===== src/rtl/tvip_clock_divider.sv =====
// Multi-channel programmable divided-clock generator: each channel produces a 50%-duty clock,
// its complement and a rising-edge strobe from clk, with glitch-free start/stop.
module tvip_clock_divider #(
    parameter int unsigned CHANNELS      = 2,
    parameter int unsigned COUNTER_WIDTH = 8
) (
    input  logic                              clk,
    input  logic                              rst,
    input  logic [CHANNELS-1:0]               i_start,
    input  logic [CHANNELS-1:0]               i_stop,
    input  logic [CHANNELS*COUNTER_WIDTH-1:0] i_half_period,
    output logic [CHANNELS-1:0]               o_clk_p,
    output logic [CHANNELS-1:0]               o_clk_n,
    output logic [CHANNELS-1:0]               o_rise,
    output logic [CHANNELS-1:0]               o_busy,
    output logic [CHANNELS-1:0]               o_start_error
);

    typedef enum logic [1:0] {
        StIdle     = 2'd0,
        StRunning  = 2'd1,
        StStopping = 2'd2
    } state_e;

    for (genvar g = 0; g < CHANNELS; g++) begin : g_chan
        state_e                   state_q, state_d;
        logic [COUNTER_WIDTH-1:0] cnt_q, cnt_d;
        logic [COUNTER_WIDTH-1:0] shadow_q, shadow_d;
        logic [COUNTER_WIDTH-1:0] hp;
        logic                     clk_p_q, clk_p_d;
        logic                     clk_n_q, clk_n_d;
        logic                     rise_q, rise_d;
        logic                     err_q, err_d;
        logic                     busy_q, busy_d;
        logic                     start_req;
        logic                     stop_path;
        logic                     cnt_zero;

        assign hp        = i_half_period[g*COUNTER_WIDTH +: COUNTER_WIDTH];
        assign start_req = i_start[g] & ~i_stop[g];
        assign cnt_zero  = (cnt_q == '0);
        // Heading for IDLE at the end of this high phase: a fresh stop while running, or
        // an existing stop that has not been cancelled by a clean start.
        assign stop_path = (state_q == StRunning) ? i_stop[g] : ~start_req;

        always_comb begin
            state_d  = state_q;
            cnt_d    = cnt_q;
            shadow_d = shadow_q;
            clk_p_d  = clk_p_q;
            rise_d   = 1'b0;
            err_d    = 1'b0;

            case (state_q)
                StIdle: begin
                    clk_p_d = 1'b0;
                    if (start_req) begin
                        if (hp != '0) begin
                            state_d  = StRunning;
                            shadow_d = hp;
                            cnt_d    = hp - 1'b1;
                        end else begin
                            err_d = 1'b1;
                        end
                    end
                end

                StRunning, StStopping: begin
                    if ((state_q == StRunning) && i_stop[g] && !clk_p_q) begin
                        // Low phase: parking now cannot shorten a pulse.
                        state_d = StIdle;
                        cnt_d   = '0;
                    end else if (!cnt_zero) begin
                        cnt_d   = cnt_q - 1'b1;
                        state_d = stop_path ? StStopping : StRunning;
                    end else if (stop_path) begin
                        clk_p_d = 1'b0;
                        state_d = StIdle;
                    end else begin
                        clk_p_d = ~clk_p_q;
                        rise_d  = ~clk_p_q;
                        state_d = StRunning;
                        if (hp != '0) begin
                            shadow_d = hp;
                            cnt_d    = hp - 1'b1;
                        end else begin
                            err_d = 1'b1;
                            cnt_d = shadow_q - 1'b1;
                        end
                    end
                end

                default: begin
                    state_d = StIdle;
                    cnt_d   = '0;
                    clk_p_d = 1'b0;
                end
            endcase

            busy_d  = (state_d != StIdle);
            clk_n_d = busy_d & ~clk_p_d;
        end

        always_ff @(posedge clk or posedge rst) begin
            if (rst) begin
                state_q  <= StIdle;
                cnt_q    <= '0;
                shadow_q <= '0;
                clk_p_q  <= 1'b0;
                clk_n_q  <= 1'b0;
                rise_q   <= 1'b0;
                err_q    <= 1'b0;
                busy_q   <= 1'b0;
            end else begin
                state_q  <= state_d;
                cnt_q    <= cnt_d;
                shadow_q <= shadow_d;
                clk_p_q  <= clk_p_d;
                clk_n_q  <= clk_n_d;
                rise_q   <= rise_d;
                err_q    <= err_d;
                busy_q   <= busy_d;
            end
        end

        assign o_clk_p[g]       = clk_p_q;
        assign o_clk_n[g]       = clk_n_q;
        assign o_rise[g]        = rise_q;
        assign o_busy[g]        = busy_q;
        assign o_start_error[g] = err_q;
    end

endmodule


===== config.mk =====
export PLATFORM = sky130hd
export DESIGN_NAME = tvip_clock_divider
export DESIGN_NICKNAME = d
export VERILOG_FILES = /design/src/rtl/tvip_clock_divider.sv
export SDC_FILE = /design/constraint.sdc
export NUM_CORES = 1
export LEC_CHECK = 0
export BUFFER_PORTS_ARGS = -buffer_cell sky130_fd_sc_hd__buf_4
export CORE_UTILIZATION = 53
export CTS_CLUSTER_SIZE = 25
export DETAILED_ROUTE_END_ITERATION = 10
export PLACE_DENSITY = 0.82
export RECOVER_POWER = 50
export REMOVE_ABC_BUFFERS = 1
export SLEW_MARGIN = 25
export SYNTH_ARGS = -nofsm -noshare
export SYNTH_HDL_FRONTEND = slang
export SYNTH_SLANG_ARGS = --single-unit

===== constraint.sdc =====
create_clock -name clk -period 2.81 [get_ports clk]
set_input_delay 0.562 -clock clk [delete_from_list [all_inputs] [get_ports clk]]
set_output_delay 0.562 -clock clk [all_outputs]
set_load 0.005 [all_outputs]

Word level (Yosys, flattened, before mapping)
Index checks and enable logic that the tools add are counted.
{ "totals": {"output_inout_bits": 10, "reg_bits": 46} }
{ "classes": {"n_addsub": 6, "n_eq_ne": 16, "reduce_logical": 22, "mux": 68, "bitwise_logic": 12} }
{ "ops": {"columns": ["op", "n"], "rows": [
  ["$mux W8", 22],
  ["$pmux W8 S2", 4],
  ["$sub A8 B1 Y8 const B", 6],
  ["$mux W1", 28],
  ["$mux W2", 10],
  ["$ne A2 B2 Y1 const B", 10],
  ["$logic_not A8 Y1", 2],
  ["$reduce_bool A8 Y1", 2],
  ["$reduce_and A5 Y1", 2],
  ["$ne A4 B4 Y1 const B", 2],
  ["$not A1 Y1", 8],
  ["$pmux W2 S2", 2],
  ["$reduce_bool A2 Y1", 4],
  ["$reduce_and A3 Y1", 2],
  ["$and A1 B1 Y1", 4],
  ["$eq A2 B1 Y1 const B", 2],
  ["$eq A2 B2 Y1 const B", 2],
  ["$logic_and A1 B1 Y1", 4],
  ["$logic_not A2 Y1", 2],
  ["$pmux W1 S2", 2],
  ["$reduce_or A2 Y1", 2],
  ["$logic_not A1 Y1", 2]
]} }

Longest topological paths before layout
{ "depth": {"ltp_word": 10, "ltp_mapped": 9, "ltp_nobuf": 7} }

Worst setup path after synthesis
No wires, ideal clock.
{ "synth_timing": {"path_kind": "input -> register", "from": "input i_half_period[2]", "to": "register g_chan[0].cnt_q[0]", "t_required_ps": 2689, "setup_ps": 121, "setup_slack_ps": 509, "stages": 6, "arrival_ps": 2180, "path_buffers": 1, "path_cell_list": "buf_2 > or4_4 > nor3_4 > o21ai_1 > a221o_1 > a22o_1"} }
{ "synth_between": {"elab_chain_cells": 6, "word_cells_on_any_way": 8, "classes_between": "eq/ne (1); mux (5); reduce/logical (2)"} }
{ "synth_rtl": {"columns": ["element", "line_no", "rtl"], "rows": [
  ["from (decl)", "11", "input logic [CHANNELS*COUNTER_WIDTH-1:0] i_half_period,"],
  ["$reduce_bool A8 Y1 (*)", "58, 83", null],
  ["$mux W8", "83", "if (hp != '0) begin"],
  ["$mux W8", "76", "end else if (stop_path) begin"],
  ["$mux W8", "73", "end else if (!cnt_zero) begin"],
  ["$mux W8", "69", "if ((state_q == StRunning) && i_stop[g] && !clk_p_q) begin"],
  ["$pmux W8 S2", "54", "case (state_q)"],
  ["to (signal assigned)", "116", "cnt_q <= cnt_d;"],
  ["to (decl)", "27", "logic [COUNTER_WIDTH-1:0] cnt_q, cnt_d;"]
]} }
Every way passes the cells marked *; elsewhere a longest branch is shown, timed or not. The select of a mux whose other input is x is not followed.
A chain may end at the register's enable or synchronous reset.

Worst setup path in the final report
{ "layout_timing": {"from": "register g_chan[0].cnt_q[0]", "to": "register g_chan[0].shadow_q[7]"} }
{ "layout_between": {"elab_chain_cells": 3} }
{ "layout_rtl": {"columns": ["element", "line_no", "rtl"], "rows": [
  ["$logic_not A8 Y1", "41", "assign cnt_zero = (cnt_q == '0);"],
  ["$ne A2 B2 Y1 (no source line)", null, null],
  ["$reduce_and A5 Y1 (no source line)", null, null],
  ["to (signal assigned)", "117", "shadow_q <= shadow_d;"],
  ["to (decl)", "28", "logic [COUNTER_WIDTH-1:0] shadow_q, shadow_d;"]
]} }
Every way passes these cells.

==> summary.md <==
| Metric | Value |
|---|---|
| Critical path class | register to register |
| R2R setup slack | 250 ps |
| Hold/Removal Path Class | input pin to register |
| Reg-to-Reg Start | g_chan[0].cnt_q[0] |
| Slew headroom | 0.3088 |
| Initial drt markers | 299 |
| Worst-path fanout max | 10 |
| Most common cell after layout, fill and taps aside | dfrtp_1 |
| Synth Area in XOR/XNOR | 0.04838 |
| Latest clock arrival within the worst-skew pair | 300 ps |
| Top FF cell, synth | dfrtp_1 |
| Post-DRT Antenna Nets | 0 |
| Final Hold Vio Count | 0 |
| Syn Area/Cell | 9.030 um^2 |
| Core area | 6459 um^2 |
| Syn Inst Count | 401 |
| Fin Clk Skew | 12.83 ps |
| Total vias in the final route | 3172 |
| Depth of the most critical reg-to-reg path | 8 |
| Largest net degree at the start of global routing | 27 |
| Critical Path End Type | register |
| Final TNS setup | 0 ps |
| DR vias/cell | 6.294 |
| Finished Cell Area | 3963 um^2 |
| Highest-count cells in the layout ignoring fill and taps | dfrtp_1 (46), nor2_1 (38), buf_4 (29) |
| #FFs+latches synth | 46 |
| Num CTS Buffers | 5 |
| Pwr Total | 0.004211 W |
| Clk buf depth | 2 |
| Synth unique cells | 76 |
| Grt ovf | 0 |
| Critical Path RT | 2990 ps |
| Worst-path clk slew | 100 ps |
| R2r endpoint | g_chan[0].shadow_q[7] |
| Complex-gate fraction of the synthesized area | 0.1824 |
| Post-Synth Simple-Gate Area | 0.2522 |
| FP Rows | 29 |
| ANT cells | 0 |
| Hold endpoint | g_chan[1].shadow_q[6] |
| Final-report max-slew violation count | 0 |
| Final WL | 8360 um |
| Arr. time, crit path | 2740 ps |
| RSZ-0062 raised after global routing | no |
| DRC Markers | 0 |
| Die H | 84.66 um |
| CTS tree | built |
| Hold buffers post-CTS | 0 |
| Synth warn | 0 |
| EDFF count, synth | 0 |
| CP startpoint kind | register |
| Starting Density | 0.5606 |
| Critical-path top delay cell | and2_1 |
| Status | completed |
| Async S/R FF share, synth | 1.000 |
| Peak VDD IR | 569.0 uV |
| Share of layout cells above drive strength 1 | 0.1639 |
| First-pass GRT wire length | 14360 um |
| Hold path start | i_half_period[14] |
| Final worst path period share | 0.9112 |
| P&R area growth vs syn | 9.433% |
| Post-DR wirelength/cell | 16.59 um |
| Vias in the first global route | 3033 |
| Combinational family with the most area after synthesis | simple AND/OR/NAND/NOR gates |
| Sequential cell area fraction in the yosys report | 0.3179 |
| Worst slack at placement | 294.3 ps |
| PostCTS Resize Cnt | 0 |
| Gr usage total | 0.2519 |
| Die W | 84.66 um |
| Cell area after synthesis | 3621 um^2 |
| DR pass1 iterations | 7 |
| Die Area | 7166 um^2 |
| LEAKAGE | 1.685 nW |
| Placed Instance Area | 3857 um^2 |
| IO buf count | 31 |
| Worst-margin pin slew | 1036 ps |
| CP Cell Sequence | inv_1 > ha_1 > nor3b_2 > and2_1 > nand3_4 > a221oi_4 > buf_4 > mux2_4 |
| CTS H-tree lvls | 2 |
| Initial antenna violation count | 0 |
| Slowest stage delay, CP | 440 ps |
| Root Buffer | clkbuf_8 |
| Min cycle time layout | 2561 ps |
| WHS Path Cells | 2 |
| Adder-cell share of the synthesized area | 0.05529 |
| Final WS setup | 249.4 ps |
| Pwr dens | 1063 nW/um^2 |
| MaxCap Viol Count | 0 |
| Mux cell area share after synthesis | 0.07671 |
| Final HPWL DP | 6500 um |
| Peak Freq | 0.3905 GHz |
| Final nets | 464 |
| Post-CTS setup buffers | 0 |
| # IOs | 32 |
| CTS sink count | 46 |
| Setup violators final | 0 |
| GP Congestion | 0.9575 |
[registers in the layout (all words and copies together), names as in the netlist]
name,flops
g_chan.state_q,4
g_chan.err_q,2
g_chan.cnt_q,16
g_chan.clk_p_q,2
g_chan.clk_n_q,2
g_chan.busy_q,2
g_chan.rise_q,2
g_chan.shadow_q,16
[kinds of logic after synthesis]
group,Yosys count
compound gates,95
xor+xnor,20
fa+ha+maj,16
buf+inv,47
flops,46
mux,24
simple gates,153
[critical path, delay by kind of cell, from the launching register on]
| family | cells | cell delay (ps) |
|---|---|---|
| flops | 1 | 430 |
| mux | 1 | 310 |
| simple gates | 3 | 900 |
| fa+ha+maj | 1 | 190 |
| buf+inv | 2 | 370 |
| compound gates | 1 | 240 |
[area by class of cell]
type | count | area, um^2
Multi-Input combinational cell | 308 | 2227
Clock inverter | 3 | 43.79
Clock buffer | 5 | 68.82
Timing Repair Buffer | 37 | 270.3
Tap cell | 77 | 96.34
Fill cell | 551 | 2496
Inverter | 28 | 105.1
Sequential cell | 46 | 1151
[cells in the mapped netlist (3+ instances only)]
master / n / area share
dfrtp_1: 46 / 0.32
nor2_1: 38 / 0.039
inv_1: 28 / 0.029
a21oi_1: 26 / 0.036
nand2_1: 20 / 0.021
ha_1: 16 / 0.055
xnor2_1: 14 / 0.034
nor3_1: 13 / 0.018
mux2i_1: 12 / 0.033
buf_4: 11 / 0.023
o21ai_0: 11 / 0.015
nand2b_1: 9 / 0.016
nand3_1: 9 / 0.012
nand4_1: 8 / 0.014
o21ai_1: 7 / 0.0097
or4_1: 7 / 0.015
mux2_1: 6 / 0.019
mux2_4: 6 / 0.025
nor2b_1: 6 / 0.010
xor2_1: 6 / 0.015
nor3b_1: 5 / 0.010
o211ai_1: 5 / 0.010
o21a_1: 5 / 0.010
or2_2: 5 / 0.0086
a31oi_1: 4 / 0.0069
o41ai_1: 4 / 0.0097
a211oi_1: 3 / 0.0062
a22o_1: 3 / 0.0073
and2_1: 3 / 0.0052
buf_6: 3 / 0.0093
clkbuf_1: 3 / 0.0031
nor4_1: 3 / 0.0052
o31ai_1: 3 / 0.0062
or3_1: 3 / 0.0052
[through the flow]
stage / std cells / hold WS [ps] / utilization
6_report: 504 / 482.6 / 0.6135
5_1_grt: 504 / 486.4 / 0.6135
4_1_cts: 504 / 330.3 / 0.6147
3_5_place_dp: 496 / 514.8 / 0.5972
3_3_place_gp: 496 / 504.2 / 0.5972
2_1_floorplan: 382 / 472.9 / -
[power breakdown]
group / total [W] / switching [W] / internal [W] / leakage [nW]
logic: 0.00240 / 0.00132 / 0.00108 / 1.06
registers: 0.00130 / 0.000338 / 0.000966 / 0.565
clock network: 0.000511 / 0.000244 / 0.000267 / 0.0585
total: 0.00421 / 0.00190 / 0.00231 / 1.69
[worst max path at each step]
stage                             from                    end  slack, ps  cells after the start
finish              g_chan[0].cnt_q[0]  g_chan[0].shadow_q[7]        250                      8
detailed placement  g_chan[0].cnt_q[0]  g_chan[0].shadow_q[5]        290                      8
global placement      i_half_period[8]      g_chan[1].clk_n_q        370                      8
floorplan           g_chan[0].cnt_q[0]  g_chan[0].shadow_q[3]        460                      7
CTS                 g_chan[0].cnt_q[0]  g_chan[0].shadow_q[7]        260                      8
global route        g_chan[0].cnt_q[0]  g_chan[0].shadow_q[7]         80                      8
[per-layer routing]
layer  global-route usage  wire, um  part of all wire  up-vias
met5                    0         0                 0        -
met4              0.06626       115             0.014        0
met3              0.03835       537             0.064       11
met2               0.3925      3704              0.44      130
met1               0.3664      4002              0.48     1513
li1                     -         -                 -     1518
No activity file was read; power rests on OpenSTA's default activity.
